==> src/rtl/alu_arb.sv <==
// Two-requester round-robin front end for a shared combinational ALU, with a
// single-entry response buffer that sustains one result per cycle.
`ifndef CPU_WIDTH
`define CPU_WIDTH 32
`endif
`ifndef ALU_OP_WIDTH
`define ALU_OP_WIDTH 4
`endif

module alu_arb (
   input  logic                     clk,
   input  logic                     rst,
   input  logic                     r0_valid,
   output logic                     r0_ready,
   input  logic [`ALU_OP_WIDTH-1:0] r0_op,
   input  logic [`CPU_WIDTH-1:0]    r0_src1,
   input  logic [`CPU_WIDTH-1:0]    r0_src2,
   input  logic                     r1_valid,
   output logic                     r1_ready,
   input  logic [`ALU_OP_WIDTH-1:0] r1_op,
   input  logic [`CPU_WIDTH-1:0]    r1_src1,
   input  logic [`CPU_WIDTH-1:0]    r1_src2,
   output logic [`ALU_OP_WIDTH-1:0] alu_op,
   output logic [`CPU_WIDTH-1:0]    alu_src1,
   output logic [`CPU_WIDTH-1:0]    alu_src2,
   input  logic [`CPU_WIDTH-1:0]    alu_res,
   input  logic                     alu_zero,
   output logic                     rsp_valid,
   input  logic                     rsp_ready,
   output logic [`CPU_WIDTH-1:0]    rsp_res,
   output logic                     rsp_zero,
   output logic                     rsp_id
);

   typedef enum logic {StEmpty, StFull} state_e;

   state_e state_q, state_d;
   logic   prio_q, prio_d;
   logic   can_accept;
   logic   sel;
   logic   grant;

   always_comb begin
      can_accept = (state_q == StEmpty) | rsp_ready;
      // With both valid the pointer decides; otherwise the lone valid wins.
      if (r0_valid && r1_valid) sel = prio_q;
      else                      sel = r1_valid;
      grant = (r0_valid | r1_valid) & can_accept & ~rst;

      r0_ready = grant & ~sel;
      r1_ready = grant & sel;

      alu_op   = '0;
      alu_src1 = '0;
      alu_src2 = '0;
      if (grant) begin
         if (sel) begin
            alu_op   = r1_op;
            alu_src1 = r1_src1;
            alu_src2 = r1_src2;
         end else begin
            alu_op   = r0_op;
            alu_src1 = r0_src1;
            alu_src2 = r0_src2;
         end
      end

      state_d = state_q;
      prio_d  = prio_q;
      if (grant) begin
         state_d = StFull;
         prio_d  = ~sel;
      end else if (state_q == StFull && rsp_ready) begin
         state_d = StEmpty;
      end
   end

   always_ff @(posedge clk) begin
      if (rst) begin
         state_q  <= StEmpty;
         prio_q   <= 1'b0;
         rsp_res  <= '0;
         rsp_zero <= 1'b0;
         rsp_id   <= 1'b0;
      end else begin
         state_q <= state_d;
         prio_q  <= prio_d;
         if (grant) begin
            rsp_res  <= alu_res;
            rsp_zero <= alu_zero;
            rsp_id   <= sel;
         end
      end
   end

   assign rsp_valid = (state_q == StFull);

endmodule

==> config.mk <==
export PLATFORM = sky130hd
export DESIGN_NAME = alu_arb
export DESIGN_NICKNAME = d
export VERILOG_FILES = /design/src/rtl/alu_arb.sv
export SDC_FILE = /design/constraint.sdc
export NUM_CORES = 1
export LEC_CHECK = 0
export ABC_CLOCK_PERIOD_IN_PS = 3300
export BUFFER_PORTS_ARGS = -buffer_cell sky130_fd_sc_hd__clkbuf_2
export CAP_MARGIN = 20
export CORE_AREA = 3 3 109 111
export CTS_CLUSTER_SIZE = 16
export DETAILED_ROUTE_END_ITERATION = 12
export DIE_AREA = 0 0 112 114
export PLACE_DENSITY = 0.65
export SYNTH_ARGS = -nofsm -noshare
export SYNTH_HDL_FRONTEND = slang
export SYNTH_SLANG_ARGS = --single-unit
==> constraint.sdc <==
create_clock -name clk -period 3.3 [get_ports clk]
set_input_delay 0.66 -clock clk [delete_from_list [all_inputs] [get_ports clk]]
set_output_delay 0.66 -clock clk [all_outputs]
set_load 0.01 [all_outputs]
==> metrics.txt, run 1 <==
run status completed; Hold Crit Class flip-flop to flip-flop; top-area cell type share of the netlist area between 30% and 40%; unrepaired setup endpoints after global routing no; core area ~11000 sq um; row count 38; layout overhead on the synthesized area 67.0%; clock root buffer master sky130_fd_sc_hd__clkbuf_8; Num CTS Buffers 5; number of top-level design ports ~280; max-slew violation count 0; Min Hold Slack 0.465 ns; top cells by area in the synthesized netlist sky130_fd_sc_hd__dfxtp_1 (32%), sky130_fd_sc_hd__a22o_1 (27%), sky130_fd_sc_hd__mux2_2 (17%); main flop type after synthesis sky130_fd_sc_hd__dfxtp_1; maximum ir drop on the vdd rail 305 uV; number of distinct library cell variants in the gate-level netlist after synthesis 14; largest net degree at the start of global routing 71; relative max-transition margin 66.8%; clk sink count 36; final cell count without fillers approximately 600; port buffer count 278; number of fill cells in the layout 1137; total of max-cap violations 0; via density per instance ~4.5; Inserted Diodes 0; Clock H-tree levels 2; Static Leakage 2.08 nW; share of final-layout standard cells stronger than drive strength 1 69.1%; Post-Route Skew 0.00241 ns; flip-flop and latch count after synthesis 36; cell area after layout 3720 sq um; die outline width roughly 110 um; number of antenna violations at the first check in global routing 1; Final ANT Viol Nets 0; count of final hold-check violations 0; Total Die Area 12800 sq um; number of global-route vias before repair 2634; global route total overflow 0; TritonCTS clock tree yes; number of buffers inserted to repair setup after CTS 0; post-route minimum period 2.75 ns; via total after detailed routing 2734; synthesized area 2220 sq um; wire length of the first global-routing pass approximately 14 mm; number of cells upsized or downsized after cts 0; Hold-fix buffers, CTS 0; placed cells approximately 600; number of iterations in the first detailed-routing pass 4; slew at the pin closest to its max-slew limit 0.497 ns; wire per inst between 15 and 20 um; sequential element share of the synthesized area 32.4%; cell area power density 339 nW/um^2; Yosys warning total 0; crit path kind primary input to output pin; most frequent cell after synthesis sky130_fd_sc_hd__a22o_1; Max Root-Sink Buffers 2; DP Area about 3600 sq um; Critical Path Sink Type output pin; asr flop ratio synth 0%; Residual DRC 0; initial core utilization about a fifth; net count after synthesis 378; number of setup violations in the final report 0; post-synth top area cell sky130_fd_sc_hd__dfxtp_1; CP Max Fanout 42; Net count, final 646; data arrival time of the worst path 2.09 ns; violation count after the first detailed-route iteration between 90 and 100; kind of start point of the critical path primary input; Setup WS pre-CTS 0.526 ns; Skew-Pair Late Insertion Delay 0.28 ns; setup slack after layout 0.550 ns; overall fraction of global-route tracks in use between 10% and 20%; half-perimeter wire length after placement between 8 and 9 mm; share of the cycle needed by the critical path after routing 83.3%; f_max 364 MHz; final wirelength 9.74 mm; die boundary height 114 um; required time of the critical path between 2 and 3 ns; cell count after synthesis 204; Sum Neg Setup Slack 0 ns; number of synthesized flops with an enable pin 0; clock transition at the registers of the reported paths 0.06 ns; most frequent cells after synthesis sky130_fd_sc_hd__a22o_1 (68), sky130_fd_sc_hd__dfxtp_1 (36), sky130_fd_sc_hd__nor2b_1 (34), sky130_fd_sc_hd__mux2_2 (33), sky130_fd_sc_hd__buf_6 (18); Avg Cell Area, Syn ~11 sq um; final estimated routing congestion in global placement between 0.8 and 0.9
-- flip-flops by register name, indices dropped and copies added (netlist names) --
register,flops
rsp_id,1
prio_q,1
rsp_valid,1
rsp_res,32
rsp_zero,1
-- critical path, stage by stage --
cell                        delay, ns
sky130_fd_sc_hd__clkbuf_2        0.22
sky130_fd_sc_hd__a2111oi_4       0.39
sky130_fd_sc_hd__buf_4           0.43
sky130_fd_sc_hd__a22o_1          0.23
sky130_fd_sc_hd__clkbuf_2        0.14
-- layer usage --
metal  vias up  routed length, um  part of all wire (%)  track usage [%]
met3        13               1100                    11             5.25
met5         -                 13                  0.13                0
li1       1309                  -                     -                -
met1      1257               3450                    35             15.0
met4         2                155                   1.6             3.53
met2       153               5020                    52             25.1
-- final cells by class --
cell class	instances	area, sq um	share of cell area [%]
Inverter	4	15.0	0.404
Timing Repair Buffer	283	1440	38.8
Multi-Input combinational cell	142	1270	34.1
Clock buffer	7	96.3	2.59
Tap cell	140	175	4.71
Sequential cell	36	721	19.4
-- cell families (layout without fill, tap and decap cells) --
logic type	after synthesis	in the layout	share of synthesized area, %
buffers and inverters	26	294	10.6
and+or+nand+nor	36	36	9.95
muxes	33	33	16.7
AOI/OAI and AO/OA	73	73	30.3
DFF	36	36	32.4
-- power breakdown --
part           internal (mW)  total (mW)  switching (mW)  leakage (nW)
Combinational          0.232       0.432           0.200          1.73
Clock                  0.186       0.333           0.147        0.0503
Sequential             0.476       0.494          0.0183         0.300
-- per-stage QoR --
stage,power (mW),utilization [%]
global placement,0.933,33.2
finish,1.26,34.1
floorplan,0.734,-
detailed placement,0.942,33.2
global route,1.34,34.1
CTS,1.28,34.1
-- cells in the final DEF (no fill, tap or decap), drive strengths merged, types with 2 or more instances in the layout --
cell       n
a22o      68
buf        5
inv        4
a2111oi    2
nor2b     34
dfxtp     36
a211oi     2
clkbuf   285
mux2      33
-- final timing paths --
path                            depth (start not counted)                   start                      end  slack, ns
worst max-delay path                                    5                     rst              alu_src2[5]       0.55
worst min-delay path                                    2     rsp_id$_SDFFE_PP0P_      rsp_id$_SDFFE_PP0P_       0.47
worst max register to register                          4  rsp_valid$_SDFFE_PP0P_  rsp_res[6]$_SDFFE_PP0P_       1.27
worst min register to register                          2     rsp_id$_SDFFE_PP0P_      rsp_id$_SDFFE_PP0P_       0.47
No activity file was read; power rests on OpenSTA's default activity.
==> run 2, diff against run 1 <==
Settings changed: ABC_CLOCK_PERIOD_IN_PS 3300 to 2800.
Clock period 3.3 ns to 2.8 ns, I/O delays scaled along.
==> metrics.txt, run 2 (synthesis results as in run 1) <==
combined buffer and inverter count along the critical path 4; Post-Route Skew between 0.002 and 0.003 ns; clock transition at the registers of the reported paths 0.07 ns; Skew-Pair Late Insertion Delay between 0.2 and 0.3 ns; wire per inst 15.9 um; Hold-fix buffers, CTS 0; die outline width 112 um; global route total overflow 0; via density per instance 4.41; largest net degree at the start of global routing 71; cell-by-cell trace of the critical path clkbuf_2 -> inv_2 -> a2111oi_4 -> buf_12 -> a22o_1 -> clkbuf_2; Num CTS Buffers 5; CP Max Fanout 70; DP Area 3640 sq um; Inserted Diodes 0; violation count after the first detailed-route iteration 103; Final ANT Viol Nets 0; register with the most flip-flops rsp_res; cell area power density ~390 nW/um^2; Max Root-Sink Buffers 2; Critical Path Sink Type output pin; clk sink count 36; share of final-layout standard cells stronger than drive strength 1 69.1%; f_max 412 MHz; clock root buffer master sky130_fd_sc_hd__clkbuf_8; data arrival time of the worst path about 1.9 ns; post-route minimum period 2.42 ns; Residual DRC 0; relative max-transition margin about two thirds; required time of the critical path ~2.2 ns; number of iterations in the first detailed-routing pass 4; most frequent cells in the layout sky130_fd_sc_hd__clkbuf_2 (278), sky130_fd_sc_hd__a22o_1 (68), sky130_fd_sc_hd__dfxtp_1 (36); share of the cycle needed by the critical path after routing 86.6%; number of cells upsized or downsized after cts 0; port buffer count 278; number of top-level design ports 279; row count 38; final estimated routing congestion in global placement 0.911; Critical Path Max Stage Delay between 0.3 and 0.4 ns; Static Leakage 2.08 nW; number of global-route vias before repair 2693; run status completed; TritonCTS clock tree yes; kind of start point of the critical path primary input; unrepaired setup endpoints after global routing no; cell area after layout 3740 sq um; maximum ir drop on the vdd rail slightly below 300 uV; via total after detailed routing 2703; crit-path most repeated cell sky130_fd_sc_hd__clkbuf_2; die boundary height 114 um; total of max-cap violations 0; Sum Neg Setup Slack 0 ns; overall fraction of global-route tracks in use 13.9%; number of antenna violations at the first check in global routing 2; cell with the largest stage delay on the worst path sky130_fd_sc_hd__a2111oi_4; slew at the pin closest to its max-slew limit 0.514 ns; initial core utilization 20.4%; half-perimeter wire length after placement 8.39 mm; CP delay by family, top buffers and inverters; Min Hold Slack 0.454 ns; Hold Crit Class flip-flop to flip-flop; Clock H-tree levels 2; core area ~11000 sq um; number of fill cells in the layout 1146; commonest non-fill, non-tap cell in the layout sky130_fd_sc_hd__clkbuf_2; final wirelength 9.76 mm; max-slew violation count 0; wire length of the first global-routing pass 14.2 mm; number of buffers inserted to repair setup after CTS 0; layout overhead on the synthesized area 68.0%; final standard cell utilization of the core 34.3%; number of setup violations in the final report 0; max reg flops 32; crit path kind primary input to output pin; Total Die Area around 13000 sq um; Net count, final 646; count of final hold-check violations 0
[run 2: cell types whose count changed in the layout (fill, tap and decap cells not counted), sizes merged]
cell | previous run | this run
clkinv | 0 | 2
clkbuf | 285 | 284
[run 2: cell type report]
type | count | area (sq um) | share of cell area [%]
repair buffers | 283 | 1470 | 39.2
flip-flops and latches | 36 | 721 | 19.3
well taps | 140 | 175 | 4.69
clock buffers | 6 | 82.6 | 2.21
clock inverters | 2 | 10.0 | 0.268
multi-input cells | 142 | 1270 | 33.9
inverters | 4 | 15.0 | 0.402
[run 2: path summary, 6_finish.rpt]
path	startpoint	endpoint	slack, ns	depth (start not counted)
max	r0_valid	alu_src2[1]	0.38	6
max reg2reg	rsp_valid$_SDFFE_PP0P_	rsp_res[16]$_SDFFE_PP0P_	0.88	4
min	rsp_id$_SDFFE_PP0P_	rsp_id$_SDFFE_PP0P_	0.45	2
min reg2reg	rsp_id$_SDFFE_PP0P_	rsp_id$_SDFFE_PP0P_	0.45	2
[run 2: worst reg2reg max path, stage by stage (launching register included)]
cell                      delay (ns)
sky130_fd_sc_hd__dfxtp_1        0.33
sky130_fd_sc_hd__nor2b_1        0.45
sky130_fd_sc_hd__a211o_1        0.42
sky130_fd_sc_hd__buf_12         0.24
sky130_fd_sc_hd__mux2_2         0.36
[run 2: through the flow]
| step | total power, mW | setup WS, ns | cells |
|---|---|---|---|
| floorplan | 0.865 | 0.587 | 204 |
| global placement | 1.11 | 0.417 | 605 |
| detailed placement | 1.12 | 0.380 | 605 |
| CTS | 1.50 | 0.349 | 613 |
| global route | 1.56 | 0.285 | 613 |
| finish | 1.47 | 0.375 | 613 |
[run 2: report_power, final]
| group | internal [mW] | switching (mW) |
|---|---|---|
| registers | 0.561 | 0.0226 |
| clock network | 0.196 | 0.180 |
| logic | 0.279 | 0.236 |
| total | 1.04 | 0.438 |
[run 2: metal layers]
layer | track usage (%) | vias to the layer above | share of wire, %
met3 | 4.72 | 16 | 11
met1 | 15.8 | 1229 | 37
li1 | - | 1304 | -
met5 | 0 | - | 0.22
met4 | 4.09 | 4 | 1.7
met2 | 24.7 | 150 | 50
==> run 3, diff against run 2 <==
Settings changed: PLACE_DENSITY 0.65 to unset.
==> metrics.txt, run 3 (synthesis results as in run 1) <==
count of final hold-check violations 0; kind of start point of the critical path flip-flop; number of global-route vias before repair between 2000 and 3000; row count 38; final estimated routing congestion in global placement 0.902; via total after detailed routing 2718; die outline width 112 um; share of the cycle needed by the critical path after routing between 80% and 90%; post-route minimum period 2.43 ns; most frequent cells in the layout sky130_fd_sc_hd__clkbuf_2 (278), sky130_fd_sc_hd__a22o_1 (68), sky130_fd_sc_hd__dfxtp_1 (36); overall fraction of global-route tracks in use 13.6%; Net count, final 647; CP Max Fanout 70; half-perimeter wire length after placement 8.00 mm; clock root buffer master sky130_fd_sc_hd__clkbuf_8; Num CTS Buffers 5; relative max-transition margin 67.7%; global route total overflow 0; Residual DRC 0; number of iterations in the first detailed-routing pass 4; cell-by-cell trace of the critical path nor2b_1 -> a2111oi_4 -> buf_12 -> a22o_1 -> clkbuf_2; Sum Neg Setup Slack 0 ns; critical path startpoint rsp_valid$_SDFFE_PP0P_; max-slew violation count 0; clk sink count 36; cell with the largest stage delay on the worst path sky130_fd_sc_hd__a2111oi_4; wire per inst roughly 15 um; max reg flops 32; combined buffer and inverter count along the critical path 2; wire length of the first global-routing pass 14.0 mm; register with the most flip-flops rsp_res; layout overhead on the synthesized area 69.9%; total of max-cap violations 0; number of fill cells in the layout around 1100; initial core utilization 20.4%; Max Root-Sink Buffers 2; Final ANT Viol Nets 0; number of setup violations in the final report 0; Static Leakage 2.10 nW; port buffer count between 200 and 300; data arrival time of the worst path 1.87 ns; slew at the pin closest to its max-slew limit 0.484 ns; run status completed; number of buffers inserted to repair setup after CTS 0; number of top-level design ports 279; Skew-Pair Late Insertion Delay 0.28 ns; clock transition at the registers of the reported paths approximately 0.070 ns; Inserted Diodes 0; cell area after layout 3780 sq um; via density per instance 4.43; crit path kind flip-flop to output pin; cell area power density 421 nW/um^2; required time of the critical path approximately 2.2 ns; Post-Route Skew between 0.002 and 0.003 ns; Clock H-tree levels 2; f_max 411 MHz; die boundary height 114 um; RR Startpoint rsp_valid$_SDFFE_PP0P_; Critical Path Sink Type output pin; final wirelength 9.40 mm; CP delay by family, top compound AO/OA/AOI/OAI gates; Hold-fix buffers, CTS 0; DP Area around 3700 sq um; unrepaired setup endpoints after global routing no; share of final-layout standard cells stronger than drive strength 1 69.2%; violation count after the first detailed-route iteration between 100 and 150; maximum ir drop on the vdd rail ~340 uV; largest net degree at the start of global routing 71; area used by multi-input combinational logic 1270 sq um; TritonCTS clock tree yes; core area between 10000 and 15000 sq um; number of antenna violations at the first check in global routing 0; Total Die Area ~13000 sq um; commonest non-fill, non-tap cell in the layout sky130_fd_sc_hd__clkbuf_2; Hold Crit Class flip-flop to flip-flop; footprint of the flip-flops and latches 721 sq um; Critical Path Max Stage Delay 0.36 ns; number of cells upsized or downsized after cts 0; min-delay src rsp_id$_SDFFE_PP0P_
## run 3: per-stage QoR
stage / power, mW / std cells / worst slack [ns] / utilization [%] / hold slack [ns]
2_1_floorplan: 0.865 / 204 / 0.587 / - / 0.475
3_3_place_gp: 1.11 / 606 / 0.436 / 33.5 / 0.468
3_5_place_dp: 1.11 / 606 / 0.406 / 33.5 / 0.468
4_1_cts: 1.62 / 614 / 0.353 / 34.7 / 0.483
5_1_grt: 1.69 / 614 / 0.283 / 34.7 / 0.487
6_report: 1.59 / 614 / 0.369 / 34.7 / 0.476
## run 3: final timing paths
kind	end	slack (ns)	cells after the start
max	alu_src2[11]	0.37	5
min reg2reg	rsp_id$_SDFFE_PP0P_	0.48	2
max reg2reg	rsp_res[31]$_SDFFE_PP0P_	1.12	4
min	rsp_id$_SDFFE_PP0P_	0.48	2
## run 3: area by class of cell
cell class              instances  area share, %
repair buffers                284           39.0
multi-input cells             142           33.5
flip-flops and latches         36           19.1
clock buffers                   7           2.55
well taps                     140           4.64
inverters                       4          0.397
clock inverters                 1          0.795
## run 3: report_power, final
group / switching (mW) / leakage (nW) / internal, mW
Clock: 0.180 / 0.0645 / 0.314
Combinational: 0.233 / 1.74 / 0.280
Sequential: 0.0222 / 0.300 / 0.561
Total: 0.435 / 2.10 / 1.15
## run 3: worst min-delay path: cells and delay by family (launching register included)
family	cells	cell delay, ns
flops	1	0.32
buf+inv	1	0.05
compound gates	1	0.05
## run 3: per-layer routing
layer,vias up,track usage [%],wire length (um)
met5,-,0,0
met1,1234,14.7,3370
met2,154,24.5,4750
met3,18,4.77,1010
li1,1312,-,-
met4,0,4.73,262
